===== config.mk =====
export PLATFORM = sky130hd
export DESIGN_NAME = ram32x4_access_sched
export DESIGN_NICKNAME = d
export VERILOG_FILES = /design/src/rtl/ram_sched_pkg.sv /design/src/rtl/ram_sched_ptr.sv /design/src/rtl/ram32x4_access_sched.sv
export SDC_FILE = /design/constraint.sdc
export NUM_CORES = 1
export LEC_CHECK = 0
export ABC_CLOCK_PERIOD_IN_PS = 4900
export BUFFER_PORTS_ARGS = -buffer_cell sky130_fd_sc_hd__buf_2
export CAP_MARGIN = 20
export CORE_MARGIN = 5
export CORE_UTILIZATION = 41
export CTS_CLUSTER_SIZE = 30
export DETAILED_ROUTE_END_ITERATION = 10
export PLACE_DENSITY_LB_ADDON = 0.05
export SYNTH_ARGS = -nofsm -noshare
export SYNTH_HDL_FRONTEND = slang
export SYNTH_HIERARCHICAL = 1
export SYNTH_SLANG_ARGS = --single-unit
export TNS_END_PERCENT = 50

===== constraint.sdc =====
create_clock -name clk -period 4.9 [get_ports clk]
set_clock_uncertainty 0.15 [all_clocks]
set_input_delay 0 -clock clk [delete_from_list [all_inputs] [get_ports clk]]
set_output_delay 0 -clock clk [all_outputs]
set_load 0.1 [all_outputs]

===== src/rtl/ram_sched_pkg.sv =====
// Shared types and defaults for the 32x4 RAM access scheduler.
// Used by the RTL and by the bench scoreboard.
package ram_sched_pkg;

    localparam int RAM_ADDR_W = 5;
    localparam int RAM_DATA_W = 4;

    typedef enum logic [2:0] {
        IDLE,
        CLEAR,
        WDONE,
        RD_ADDR,
        RD_CAP
    } state_t;

    typedef enum logic [1:0] {
        GNT_NONE,
        GNT_CLR,
        GNT_WR,
        GNT_SCAN
    } gnt_t;

endpackage


===== src/rtl/ram_sched_ptr.sv =====
// Modulo-DEPTH up-counter with synchronous load-zero and enable.
// Serves as the clear address and the scan pointer.
module ram_sched_ptr
    import ram_sched_pkg::*;
#(
    parameter int ADDR_W = RAM_ADDR_W,
    parameter int DEPTH  = 2**ADDR_W
) (
    input  logic              clk,
    input  logic              aclr,
    input  logic              zero,
    input  logic              en,
    output logic [ADDR_W-1:0] cnt
);

    always_ff @(posedge clk or negedge aclr) begin
        if (!aclr) begin
            cnt <= '0;
        end else if (zero) begin
            cnt <= '0;
        end else if (en) begin
            cnt <= (cnt == ADDR_W'(DEPTH - 1)) ? '0 : cnt + ADDR_W'(1);
        end
    end

endmodule


===== src/rtl/ram32x4_access_sched.sv =====
// Shares the single RAM port between the clear engine,
// the host write port and the periodic display scanner.
module ram32x4_access_sched
    import ram_sched_pkg::*;
#(
    parameter int ADDR_W = RAM_ADDR_W,
    parameter int DATA_W = RAM_DATA_W,
    parameter int DEPTH  = 2**ADDR_W
) (
    input  logic              clk,
    input  logic              aclr,
    input  logic              clr_req,
    input  logic              wr_req,
    input  logic [ADDR_W-1:0] wr_addr,
    input  logic [DATA_W-1:0] wr_data,
    output logic              wr_ack,
    input  logic              scan_tick,
    output logic [ADDR_W-1:0] scan_addr,
    output logic [DATA_W-1:0] scan_data,
    output logic              scan_valid,
    output logic              busy,
    output logic [ADDR_W-1:0] ram_addr,
    output logic [DATA_W-1:0] ram_wdata,
    output logic              ram_we,
    input  logic [DATA_W-1:0] ram_q
);

    state_t            state;
    gnt_t              gnt;
    logic              clr_pend;
    logic              scan_pend;
    logic              last_wr;
    logic              clr_last;
    logic [ADDR_W-1:0] clr_cnt;
    logic [ADDR_W-1:0] scan_ptr;

    // The clear counter has wrapped back to 0 once the last word is issued.
    assign clr_last = (state == CLEAR) && (clr_cnt == '0);

    // A clr_req on the same edge holds the port so the clear goes first.
    always_comb begin
        gnt = GNT_NONE;
        if (state == IDLE) begin
            if (clr_pend) begin
                gnt = GNT_CLR;
            end else if (!clr_req) begin
                if (wr_req && !(last_wr && scan_pend)) begin
                    gnt = GNT_WR;
                end else if (scan_pend) begin
                    gnt = GNT_SCAN;
                end
            end
        end
    end

    ram_sched_ptr #(.ADDR_W(ADDR_W), .DEPTH(DEPTH)) u_clr_ptr (
        .clk  (clk),
        .aclr (aclr),
        .zero (clr_last),
        .en   ((gnt == GNT_CLR) || ((state == CLEAR) && !clr_last)),
        .cnt  (clr_cnt)
    );

    ram_sched_ptr #(.ADDR_W(ADDR_W), .DEPTH(DEPTH)) u_scan_ptr (
        .clk  (clk),
        .aclr (aclr),
        .zero (clr_last),
        .en   (state == RD_CAP),
        .cnt  (scan_ptr)
    );

    always_ff @(posedge clk or negedge aclr) begin
        if (!aclr) begin
            state      <= IDLE;
            clr_pend   <= 1'b0;
            scan_pend  <= 1'b0;
            last_wr    <= 1'b0;
            wr_ack     <= 1'b0;
            scan_addr  <= '0;
            scan_data  <= '0;
            scan_valid <= 1'b0;
            busy       <= 1'b0;
            ram_addr   <= '0;
            ram_wdata  <= '0;
            ram_we     <= 1'b0;
        end else begin
            ram_we     <= 1'b0;
            wr_ack     <= 1'b0;
            scan_valid <= 1'b0;
            if (clr_req && (state != CLEAR)) begin
                clr_pend <= 1'b1;
            end
            if (scan_tick) begin
                scan_pend <= 1'b1;
            end
            unique case (state)
                IDLE: begin
                    unique case (gnt)
                        GNT_CLR: begin
                            state     <= CLEAR;
                            busy      <= 1'b1;
                            ram_we    <= 1'b1;
                            ram_addr  <= clr_cnt;
                            ram_wdata <= '0;
                            last_wr   <= 1'b0;
                        end
                        GNT_WR: begin
                            state     <= WDONE;
                            ram_we    <= 1'b1;
                            ram_addr  <= wr_addr;
                            ram_wdata <= wr_data;
                            wr_ack    <= 1'b1;
                            last_wr   <= 1'b1;
                        end
                        GNT_SCAN: begin
                            state     <= RD_ADDR;
                            ram_addr  <= scan_ptr;
                            scan_pend <= scan_tick;
                            last_wr   <= 1'b0;
                        end
                        default: begin
                        end
                    endcase
                end
                CLEAR: begin
                    if (clr_last) begin
                        state    <= IDLE;
                        busy     <= 1'b0;
                        clr_pend <= 1'b0;
                    end else begin
                        ram_we    <= 1'b1;
                        ram_addr  <= clr_cnt;
                        ram_wdata <= '0;
                    end
                end
                WDONE: begin
                    state <= IDLE;
                end
                RD_ADDR: begin
                    state <= RD_CAP;
                end
                RD_CAP: begin
                    state      <= IDLE;
                    scan_data  <= ram_q;
                    scan_addr  <= scan_ptr;
                    scan_valid <= 1'b1;
                end
                default: begin
                    state <= IDLE;
                end
            endcase
        end
    end

endmodule


==> results.rst <==
.. list-table::
   :header-rows: 1

   * - Metric
     - Value
   * - Path class of the lowest-slack min-delay path
     - input pin to flop
   * - Number of enable flip-flop cells after synthesis
     - 0
   * - Final setup fails
     - 0
   * - Cell leakage power
     - 1.15 nW
   * - Area of the mapped netlist
     - 1900 um^2
   * - Critical path required time
     - 4.92 ns
   * - Share of the core filled with cells
     - around 53%
   * - Largest fanout on the critical path
     - 14
   * - Y dimension of the die
     - slightly below 80 um
   * - Clock latency reported for the late side of the worst-skew pair
     - 0.29 ns
   * - Setup repair after global routing missed its margin
     - false
   * - Hpwl dp
     - 2990 um
   * - Antenna violations before repair
     - 0
   * - First-pass GRT wire length
     - roughly 7300 um
   * - Transition time of the tightest slew-check pin
     - 0.844 ns
   * - Max-Slew Margin vs Limit
     - about 44%
   * - Diode count
     - 0
   * - Critical path startpoint category
     - flop
   * - Number of max-slew violations in the final report
     - 0
   * - Count of TritonRoute iterations in the first routing pass
     - 4
   * - Post-synthesis async set-or-reset flop share
     - 100%
   * - Clock sink total
     - 38
   * - Worst hold margin
     - -0.00337 ns
   * - Flops & latches, synth
     - 38
   * - # resized after CTS
     - 0
   * - Filler cells
     - slightly above 400
   * - Dominant register cell in the synthesized netlist
     - dfrtp_1
   * - Net total in the final layout
     - 247
   * - Cells after Synth
     - around 170
   * - Setup tns final
     - 0 ns
   * - Largest vdd supply drop
     - 0.000468 V
   * - Final critical-path share of the clock period
     - 59.8%
   * - Reported max-cap violation count
     - 0
   * - Number of endpoints with negative hold slack in the final report
     - 1
   * - Failing checks
     - hold timing
   * - Largest net degree at the start of global routing
     - 39
   * - Distinct cells, synth
     - 45
   * - Share of final-layout standard cells stronger than drive strength 1
     - 27.7%
   * - Placement Setup Slack
     - between 1.5 and 2 ns
   * - Wire length per cell
     - 15.1 um
   * - Residual overflow from global routing
     - 0
   * - Achievable clock frequency
     - 0.342 GHz
   * - Worst setup slack after layout
     - 1.97 ns
   * - Post-DRT Antenna Nets
     - 0
   * - # H-tree levels
     - 2
   * - Avg Vias per Cell
     - 5.22
   * - Area occupied by registers
     - 951 um^2
   * - Clock input transition at the sequential cells of the worst setup and hold paths
     - 0.07 ns
   * - Number of buffers added by the clock tree synthesis step
     - 5
   * - Number of rows in the core area
     - 24
   * - Placer congestion estimate
     - about 0.80
   * - Core area
     - 4410 um^2
   * - Root cell of the clock tree
     - clkbuf_8
   * - Run status
     - finished, violations left
   * - CTS Buffer Depth
     - 2
   * - Sequential cell area fraction in the yosys report
     - 50.2%
   * - Syn_nets
     - 194
   * - DRC violation count after routing
     - 0
   * - Critical Path Sink Type
     - flop
   * - Via count of the first global-routing pass
     - 1570
   * - IO Count
     - 40
   * - Initial DRC count
     - 74
   * - Placed Instances
     - 253
   * - Signed area change from the synthesized netlist to the final layout
     - 24.6%
   * - Die outline area
     - between 6000 and 7000 um^2
   * - Minimum clock period after layout
     - 2.93 ns
   * - Type of the worst setup path
     - flop to flop
   * - Power per unit of standard cell area
     - 602 nW/um^2
   * - Combined global-route utilization of all metal layers
     - 14.9%
   * - PortBufs
     - 39
   * - Initial core utilization
     - 42.9%
   * - Wire length after detailed routing
     - 4110 um
   * - Overall die width
     - 78.0 um
   * - Clock tree from TritonCTS
     - built
   * - Overall via count from detail_route
     - 1419
   * - Final Instance Count excl. Fillers
     - 272
   * - Total power draw
     - 1.42 mW
   * - Number of synthesis warnings
     - 6
   * - Worst path arrival time
     - 2.94 ns
   * - Post-Syn Area per Cell
     - 11.4 um^2
   * - Area of the multi-input gates
     - 876 um^2
==> placed cells by master (no fill, tap or decap), drive strengths merged, types with 3 or more instances in the layout <==
master and count:
a22oi 5, nand2 8, mux2i 4, o21ai 11, inv 9, a21oi 6, nor3 3, dlygate4sd3 12
nand4 4, ha 9, buf 40, nand3 4, o2bb2ai 5, mux2 15, clkbuf 6, dfrtp 38
nor2 18
==> area by class of cell <==
class                      instances  share of cell area, %
sequential                        38                   40.3
inverter                           9                   1.43
clock buffer                       6                   3.50
tap                               52                   2.76
multi-input combinational        114                   37.1
clock inverter                     1                   1.27
timing repair buffer              52                   13.7
==> state kept, by name, summed over array words and instances (netlist names) <==
register	cells
ram_addr	5
scan_addr	5
u_clr_ptr/cnt	5
u_scan_ptr/cnt	5
ram_wdata	4
scan_data	4
state	3
busy	1
clr_pend	1
last_wr	1
ram_we	1
scan_pend	1
scan_valid	1
wr_ack	1
==> per-layer routing <==
layer	up-vias	GRT usage [%]	share of wire, %
met2	27	24.5	48
met4	0	4.39	1.2
met3	4	3.82	4.4
li1	702	-	-
met5	-	0	0
met1	686	19.2	46
==> cell families after synthesis <==
logic type	after synthesis	share of synthesized area, %
and+or+nand+nor	51	16.0
DFF	38	50.2
AOI/OAI and AO/OA	34	12.5
muxes	19	11.0
buffers and inverters	15	3.89
adders and majority gates	9	5.94
xor gates and xnor gates	1	0.462
==> where the power goes <==
part	internal (mW)	total (mW)	switching, mW
Clock	0.163	0.267	0.105
Combinational	0.197	0.685	0.488
Sequential	0.389	0.469	0.0798
Total	0.749	1.42	0.673
==> worst paths after layout <==
check | start | to | slack (ns) | cells after the start
worst max-delay path | state[1] | ram_addr[2] | 1.97 | 8
worst min-delay path | wr_addr[3] | ram_addr[3] | -0.003 | 4
worst max register to register | state[1] | ram_addr[2] | 1.97 | 8
worst min register to register | scan_data[1] | scan_data[1] | 0.34 | 1
max in group asynchronous | aclr | u_clr_ptr/cnt[4] | 3.88 | 2
min in group asynchronous | aclr | scan_valid | 0.20 | 2
==> synthesized netlist by cell type, types with 2 or more instances <==
library cell,count,area (um^2)
inv_1,7,26.3
nand2_1,8,30.0
nand3_1,3,15.0
a22oi_1,5,37.5
mux2_1,13,146
o2bb2ai_1,4,35.0
buf_4,2,15.0
and3_1,2,12.5
a31oi_1,2,12.5
o21ai_1,2,10.0
a21oi_1,6,30.0
o21ai_0,8,40.0
ha_1,9,113
nor2_1,17,63.8
dfrtp_1,38,951
mux2i_1,4,40.0
nor3b_1,2,15.0
nand4_1,4,25.0
inv_2,2,7.51
nor3_2,2,20.0
mux2_2,2,22.5
buf_2,2,10.0
==> critical path, cell delays in order, from the launching register on <==
cell and delay, ns:
dfrtp_1 0.47, nor2_2 0.27, nand2_1 0.16, nor4_2 0.38
ha_1 0.57, nor2_1 0.13, nand2_1 0.08, nand3_1 0.21
mux2_1 0.38
==> repair_timing <==
item	in CTS	in global routing
endpoints found under the hold margin	49	0
hold buffers	12	0
buffers inserted	0	0
==> stage by stage <==
stage | area (um^2) | hold WS (ns)
finish | 2360 | -0.00337
global route | 2360 | 0.0450
global placement | 2130 | -0.00791
detailed placement | 2130 | 0.00183
CTS | 2360 | 0.00595
floorplan | 1900 | -0.446
Power figures use the tool's default switching activity.
